===== config.mk =====
export PLATFORM = sky130hd
export DESIGN_NAME = pc_sequencer
export DESIGN_NICKNAME = d
export VERILOG_FILES = /design/src/rtl/pc_seq_pkg.sv /design/src/rtl/pc_sequencer_ret_stack.sv /design/src/rtl/pc_sequencer.sv
export SDC_FILE = /design/constraint.sdc
export NUM_CORES = 1
export LEC_CHECK = 0
export CAP_MARGIN = 20
export CELL_PAD_IN_SITES_DETAIL_PLACEMENT = 1
export CELL_PAD_IN_SITES_GLOBAL_PLACEMENT = 2
export CORE_ASPECT_RATIO = 0.6
export CORE_UTILIZATION = 25
export DETAILED_ROUTE_END_ITERATION = 12
export PLACE_DENSITY = 0.56
export SYNTH_ARGS = -nofsm -noshare
export SYNTH_HDL_FRONTEND = slang
export SYNTH_SLANG_ARGS = --single-unit

===== constraint.sdc =====
create_clock -name clk -period 7.1 [get_ports clk]
set_input_delay 1.065 -clock clk [delete_from_list [all_inputs] [get_ports clk]]
set_output_delay 1.065 -clock clk [all_outputs]
set_load 0.02 [all_outputs]

===== src/rtl/pc_seq_pkg.sv =====
// Shared encodings for the program-counter sequencer: op codes, FSM states
// and fault codes.
package pc_seq_pkg;

  localparam logic [2:0] OP_INC  = 3'd0;
  localparam logic [2:0] OP_JMP  = 3'd1;
  localparam logic [2:0] OP_JZ   = 3'd2;
  localparam logic [2:0] OP_CALL = 3'd3;
  localparam logic [2:0] OP_RET  = 3'd4;

  localparam logic [2:0] ST_IDLE  = 3'd0;
  localparam logic [2:0] ST_PUSH  = 3'd1;
  localparam logic [2:0] ST_POP   = 3'd2;
  localparam logic [2:0] ST_LOAD  = 3'd3;
  localparam logic [2:0] ST_FAULT = 3'd4;

  localparam logic [1:0] ERR_NONE = 2'b00;
  localparam logic [1:0] ERR_OVF  = 2'b01;
  localparam logic [1:0] ERR_UDF  = 2'b10;

endpackage


===== src/rtl/pc_sequencer_ret_stack.sv =====
// Return-address LIFO: RAM array with a registered read of the top entry
// (sp-1); only the occupancy counter is reset.
module ret_stack #(
  parameter int ADDR_W      = 8,
  parameter int STACK_DEPTH = 8
) (
  input  logic                           clk,
  input  logic                           rst,
  input  logic                           push,
  input  logic                           pop,
  input  logic [ADDR_W-1:0]              wdata,
  output logic [ADDR_W-1:0]              rdata,
  output logic [$clog2(STACK_DEPTH):0]   sp,
  output logic                           full,
  output logic                           empty
);

  localparam int IDX_W = $clog2(STACK_DEPTH);

  logic [ADDR_W-1:0] mem [STACK_DEPTH];
  logic [IDX_W-1:0]  wr_idx;
  logic [IDX_W-1:0]  rd_idx;

  assign wr_idx = sp[IDX_W-1:0];
  assign rd_idx = wr_idx - IDX_W'(1);
  assign full   = (sp == (IDX_W+1)'(STACK_DEPTH));
  assign empty  = (sp == '0);

  // Reading during the pop cycle delivers the popped entry one cycle later.
  always_ff @(posedge clk) begin
    if (push && !full) begin
      mem[wr_idx] <= wdata;
    end
    rdata <= mem[rd_idx];
  end

  always_ff @(posedge clk or negedge rst) begin
    if (!rst) begin
      sp <= '0;
    end else if (push && !full) begin
      sp <= sp + (IDX_W+1)'(1);
    end else if (pop && !empty) begin
      sp <= sp - (IDX_W+1)'(1);
    end
  end

endmodule


===== src/rtl/pc_sequencer.sv =====
// Program-counter controller: INC/JMP/JZ resolve in one cycle, CALL and RET
// sequence through the return stack, and stack faults stick until cleared.
module pc_sequencer
  import pc_seq_pkg::*;
#(
  parameter int                 ADDR_W       = 8,
  parameter int                 STACK_DEPTH  = 8,
  parameter logic [ADDR_W-1:0]  RESET_VECTOR = '0
) (
  input  logic                          clk,
  input  logic                          rst,
  input  logic                          op_valid,
  output logic                          op_ready,
  input  logic [2:0]                    op_code,
  input  logic                          op_cond,
  input  logic [ADDR_W-1:0]             op_target,
  output logic [ADDR_W-1:0]             pc,
  output logic                          pc_valid,
  output logic [$clog2(STACK_DEPTH):0]  sp,
  output logic                          stack_full,
  output logic                          stack_empty,
  output logic                          err,
  output logic [1:0]                    err_code,
  input  logic                          err_clr
);

  logic [2:0]        state;
  logic [ADDR_W-1:0] target_lat;
  logic [ADDR_W-1:0] pc_inc;
  logic [ADDR_W-1:0] stack_rdata;
  logic              accept;

  assign pc_inc   = pc + ADDR_W'(1);
  // Ready is forced low while reset is held, not just after the first edge.
  assign op_ready = rst && (state == ST_IDLE);
  assign accept   = op_valid && op_ready;

  ret_stack #(
    .ADDR_W      (ADDR_W),
    .STACK_DEPTH (STACK_DEPTH)
  ) u_ret_stack (
    .clk   (clk),
    .rst   (rst),
    .push  (state == ST_PUSH),
    .pop   (state == ST_POP),
    .wdata (pc_inc),
    .rdata (stack_rdata),
    .sp    (sp),
    .full  (stack_full),
    .empty (stack_empty)
  );

  always_ff @(posedge clk or negedge rst) begin
    if (!rst) begin
      state      <= ST_IDLE;
      pc         <= RESET_VECTOR;
      pc_valid   <= 1'b0;
      err        <= 1'b0;
      err_code   <= ERR_NONE;
      target_lat <= '0;
    end else begin
      pc_valid <= 1'b0;
      case (state)
        ST_IDLE: begin
          if (accept) begin
            case (op_code)
              OP_INC: begin
                pc       <= pc_inc;
                pc_valid <= 1'b1;
              end
              OP_JMP: begin
                pc       <= op_target;
                pc_valid <= 1'b1;
              end
              OP_JZ: begin
                pc       <= op_cond ? op_target : pc_inc;
                pc_valid <= 1'b1;
              end
              OP_CALL: begin
                if (stack_full) begin
                  err      <= 1'b1;
                  err_code <= ERR_OVF;
                  state    <= ST_FAULT;
                end else begin
                  target_lat <= op_target;
                  state      <= ST_PUSH;
                end
              end
              OP_RET: begin
                if (stack_empty) begin
                  err      <= 1'b1;
                  err_code <= ERR_UDF;
                  state    <= ST_FAULT;
                end else begin
                  state <= ST_POP;
                end
              end
              default: begin
                pc       <= pc_inc;
                pc_valid <= 1'b1;
              end
            endcase
          end
        end
        ST_PUSH: begin
          pc       <= target_lat;
          pc_valid <= 1'b1;
          state    <= ST_IDLE;
        end
        ST_POP: begin
          state <= ST_LOAD;
        end
        ST_LOAD: begin
          pc       <= stack_rdata;
          pc_valid <= 1'b1;
          state    <= ST_IDLE;
        end
        ST_FAULT: begin
          if (err_clr) begin
            err      <= 1'b0;
            err_code <= ERR_NONE;
            state    <= ST_IDLE;
          end
        end
        default: begin
          state <= ST_IDLE;
        end
      endcase
    end
  end

endmodule


==> impl_metrics.yaml <==
timing:
  hold_violations: 0
  setup_violations: 0
  rsz0062_at_grt: "no"
  min_period_over_period_pct: 55.0
  worst_pin_slew_ps: 1130
  fmax_mhz: 256
  finalSetupTns_ps: 0
  slew_headroom_pct: 24.1
  finalClockSkew_ps: 13.7
  post-route-min-period_ps: 3910
  drv_slew: 0
power_and_ir_drop:
  power_frac_clock_pct: 22.9
  p_comb_share_pct: 36.3
  max-vdd-ir-drop_mv: 0.237
  seqPwrFrac_pct: 40.8
  fin_total_pwr_w: 0.00212
  powerDensity_nw_per_um2: 406
  p_leak_nw: 1.84
  sw_frac_of_total_pct: 34.2
  p_int_w: 0.00139
  p_sw_w: 0.000725
setup_path:
  reg2reg_to: "u_ret_stack.sp[3]"
  path_class: "primary input to output port"
  critPathLaunch: "rst"
  worstPathRequired_ps: 6030
  path_max_fanout: 29
  start_kind: "primary input"
  critPathArrivalTime_ps: 2840
  worst-r2r-setup-slack_ps: 3970
  r2r_cells: 12
  critical_path.endpoint_type: "output port"
  r2r-start: "u_ret_stack.sp[0]"
global_routing:
  grt_overflow: 0
  grt_pass1_wl_mm: 15.9
  track_usage_pct: 12.3
  grt_max_degree: 30
  grt_pass1_vias: 2590
  grt_antenna_before_repair: 0
cts:
  clock_latency_ps: 350
  postCtsResizedCells: 0
  cts.clk_slew.worst_paths_ps: 70
  clock_path_buffers: 2
  holdBufCountCts: 0
  post_cts_buffers: 0
  htreeDepth: 3
  cts_inserted_buffers: 9
  cts-root-buf: "clkbuf_16"
  clock-sinks: 99
  cts_tree: "done"
layout:
  fill_cells: 1754
  area_delta_synth_final_pct: 21.3
  fin_nets: 342
  antenna_cells: 0
  layout-drive-gt1-share_pct: 21.5
synth:
  syn_area_um2: 4310
  syn_avg_cell_area_um2: 15.3
  synthCells: 282
  synth-edff-count: 64
  synth.area.top_cells: "edfxtp_1 45%, dfrtp_1 16%, mux4_2 8.4%"
  yosysTopAreaCell: "edfxtp_1"
  syn-num-nets: 303
  synth_seq_cells: 99
  synth_cell_types: 47
  yosys_warnings: 0
  synth_top_flop_cell: "edfxtp_1"
  synth_seq_area_share_pct: 64.0
  async_reset_ff_share_pct: 27.3
  synth_top_area_share_pct: 44.6
worst_hold_path:
  hold_start: "target_lat[0]"
  worstHoldEndpoint: "target_lat[0]"
  min_path_type: "flip-flop to flip-flop"
  holdPathStages: 1
placement:
  port_buffers: 34
  dpl.hpwl_mm: 6.98
  gp_congestion: 0.674
route:
  drt_iter0_markers: 180
  drc: 0
  wl_per_cell_um: 18.5
  antenna_left: 0
  drt_wl_total_mm: 10.2
  routed_via_density: 4.55
  firstDrtPassIters: 4
  vias: 2521
floorplan:
  die_area_um2: 17800
  placementRows: 36
  initial_core_util_pct: 26.1
  die_w_um: 171
  core-area_um2: 16500
  die_h_um: 104
  ios: 35
outcome:
  outcome: "completed"
flow_run:
  drv_cap: 0
cell families after synthesis:
| logic type | Yosys count | synth area share (%) |
|---|---|---|
| multiplexers | 46 | 16.0 |
| XOR/XNOR | 8 | 1.63 |
| buffers and inverters | 22 | 2.32 |
| AO/OA/AOI/OAI | 33 | 5.40 |
| adder cells (fa/ha/maj) | 5 | 1.63 |
| AND/OR/NAND/NOR | 69 | 8.98 |
| flip-flops | 99 | 64.0 |
power groups by stage:
stage / sequential (W) / clock [W] / combinational (W)
3_5_place_dp: 0.000880 / 0 / 0.000778
2_1_floorplan: 0.000890 / 0 / 0.000473
4_1_cts: 0.000867 / 0.000500 / 0.000780
6_report: 0.000864 / 0.000486 / 0.000769
3_3_place_gp: 0.000879 / 0 / 0.000765
5_1_grt: 0.000882 / 0.000517 / 0.000849
Yosys cell counts (2+ instances only):
library cell	instances
xnor2_1	3
or3_1	3
dfrtp_1	27
nand3b_1	3
nand2_1	14
o21ai_0	6
a2bb2oi_1	2
or2_2	2
nand2b_1	4
clkbuf_1	5
ha_1	4
mux4_2	16
nor2b_1	3
o21a_1	2
a211oi_1	3
a31oi_1	4
mux2i_1	7
a21oi_1	5
nor3b_1	3
o221ai_1	2
nor2_1	16
dfxtp_1	8
buf_2	8
xor2_1	5
nor3_1	2
a21o_1	2
inv_1	8
mux2_2	23
edfxtp_1	64
nand3_1	11
layout make-up:
type / instances / area (um^2) / share of cell area (%)
Sequential cell: 99 / 2760 / 52.8
Multi-Input combinational cell: 161 / 1450 / 27.7
Timing Repair Buffer: 42 / 408 / 7.81
Tap cell: 228 / 285 / 5.46
Clock buffer: 9 / 225 / 4.31
Clock inverter: 7 / 70.1 / 1.34
Inverter: 8 / 30.0 / 0.575
flip-flops by register name (all words and copies together) (netlist names):
register           flops
target_lat             8
pc                     8
pc_valid               1
u_ret_stack.rdata      8
u_ret_stack.sp         4
err                    1
err_code               2
state                  3
u_ret_stack.mem       64
cell usage in the layout, fill, tap and decap left out, drive strengths merged, types with 5 or more instances in the layout:
cell type	synthesis	final
nand2	14	14
xor2	5	5
dfxtp	8	8
clkbuf	5	9
inv	8	12
dfrtp	27	27
buf	9	8
edfxtp	64	64
a31oi	5	5
nand3	12	12
clkdlybuf4s50	0	34
nor2	16	16
a21oi	5	5
o21ai	6	6
mux4	16	16
mux2	23	23
mux2i	7	7
worst max path at each step:
| stage | endpoint | slack (ps) | cells past startpoint |
|---|---|---|---|
| 4_1_cts | op_ready | 3160 | 4 |
| 5_1_grt | op_ready | 3060 | 4 |
| 3_5_place_dp | op_ready | 3170 | 4 |
| 6_report | op_ready | 3190 | 4 |
| 3_3_place_gp | op_ready | 3170 | 4 |
| 2_1_floorplan | u_ret_stack.sp[3] | 3960 | 13 |
critical path: stages:
cell	delay, ps
clkdlybuf4s50_1	460
buf_4	350
nor4b_4	290
clkdlybuf4s50_1	640
per-stage QoR:
| stage | hold slack (ps) | utilization, % | area, um^2 | setup WS (ps) | cells |
|---|---|---|---|---|---|
| after global placement | 481 | 29.6 | 4900 | 3170 | 535 |
| after global routing | 530 | 31.6 | 5230 | 3060 | 554 |
| after detailed placement | 490 | 29.6 | 4900 | 3170 | 535 |
| after floorplan | 471 | - | 4310 | 3960 | 282 |
| after CTS | 506 | 31.4 | 5190 | 3160 | 551 |
| final | 503 | 31.6 | 5230 | 3190 | 554 |
layer usage:
| metal | GRT usage, % | vias up | share of wire, % |
|---|---|---|---|
| li1 | - | 1157 | - |
| met1 | 19.0 | 1307 | 54 |
| met2 | 16.5 | 47 | 42 |
| met3 | 3.36 | 10 | 3.5 |
| met4 | 3.38 | 0 | 1.2 |
| met5 | 0 | - | 0 |
(Power assumes the default switching activity.)
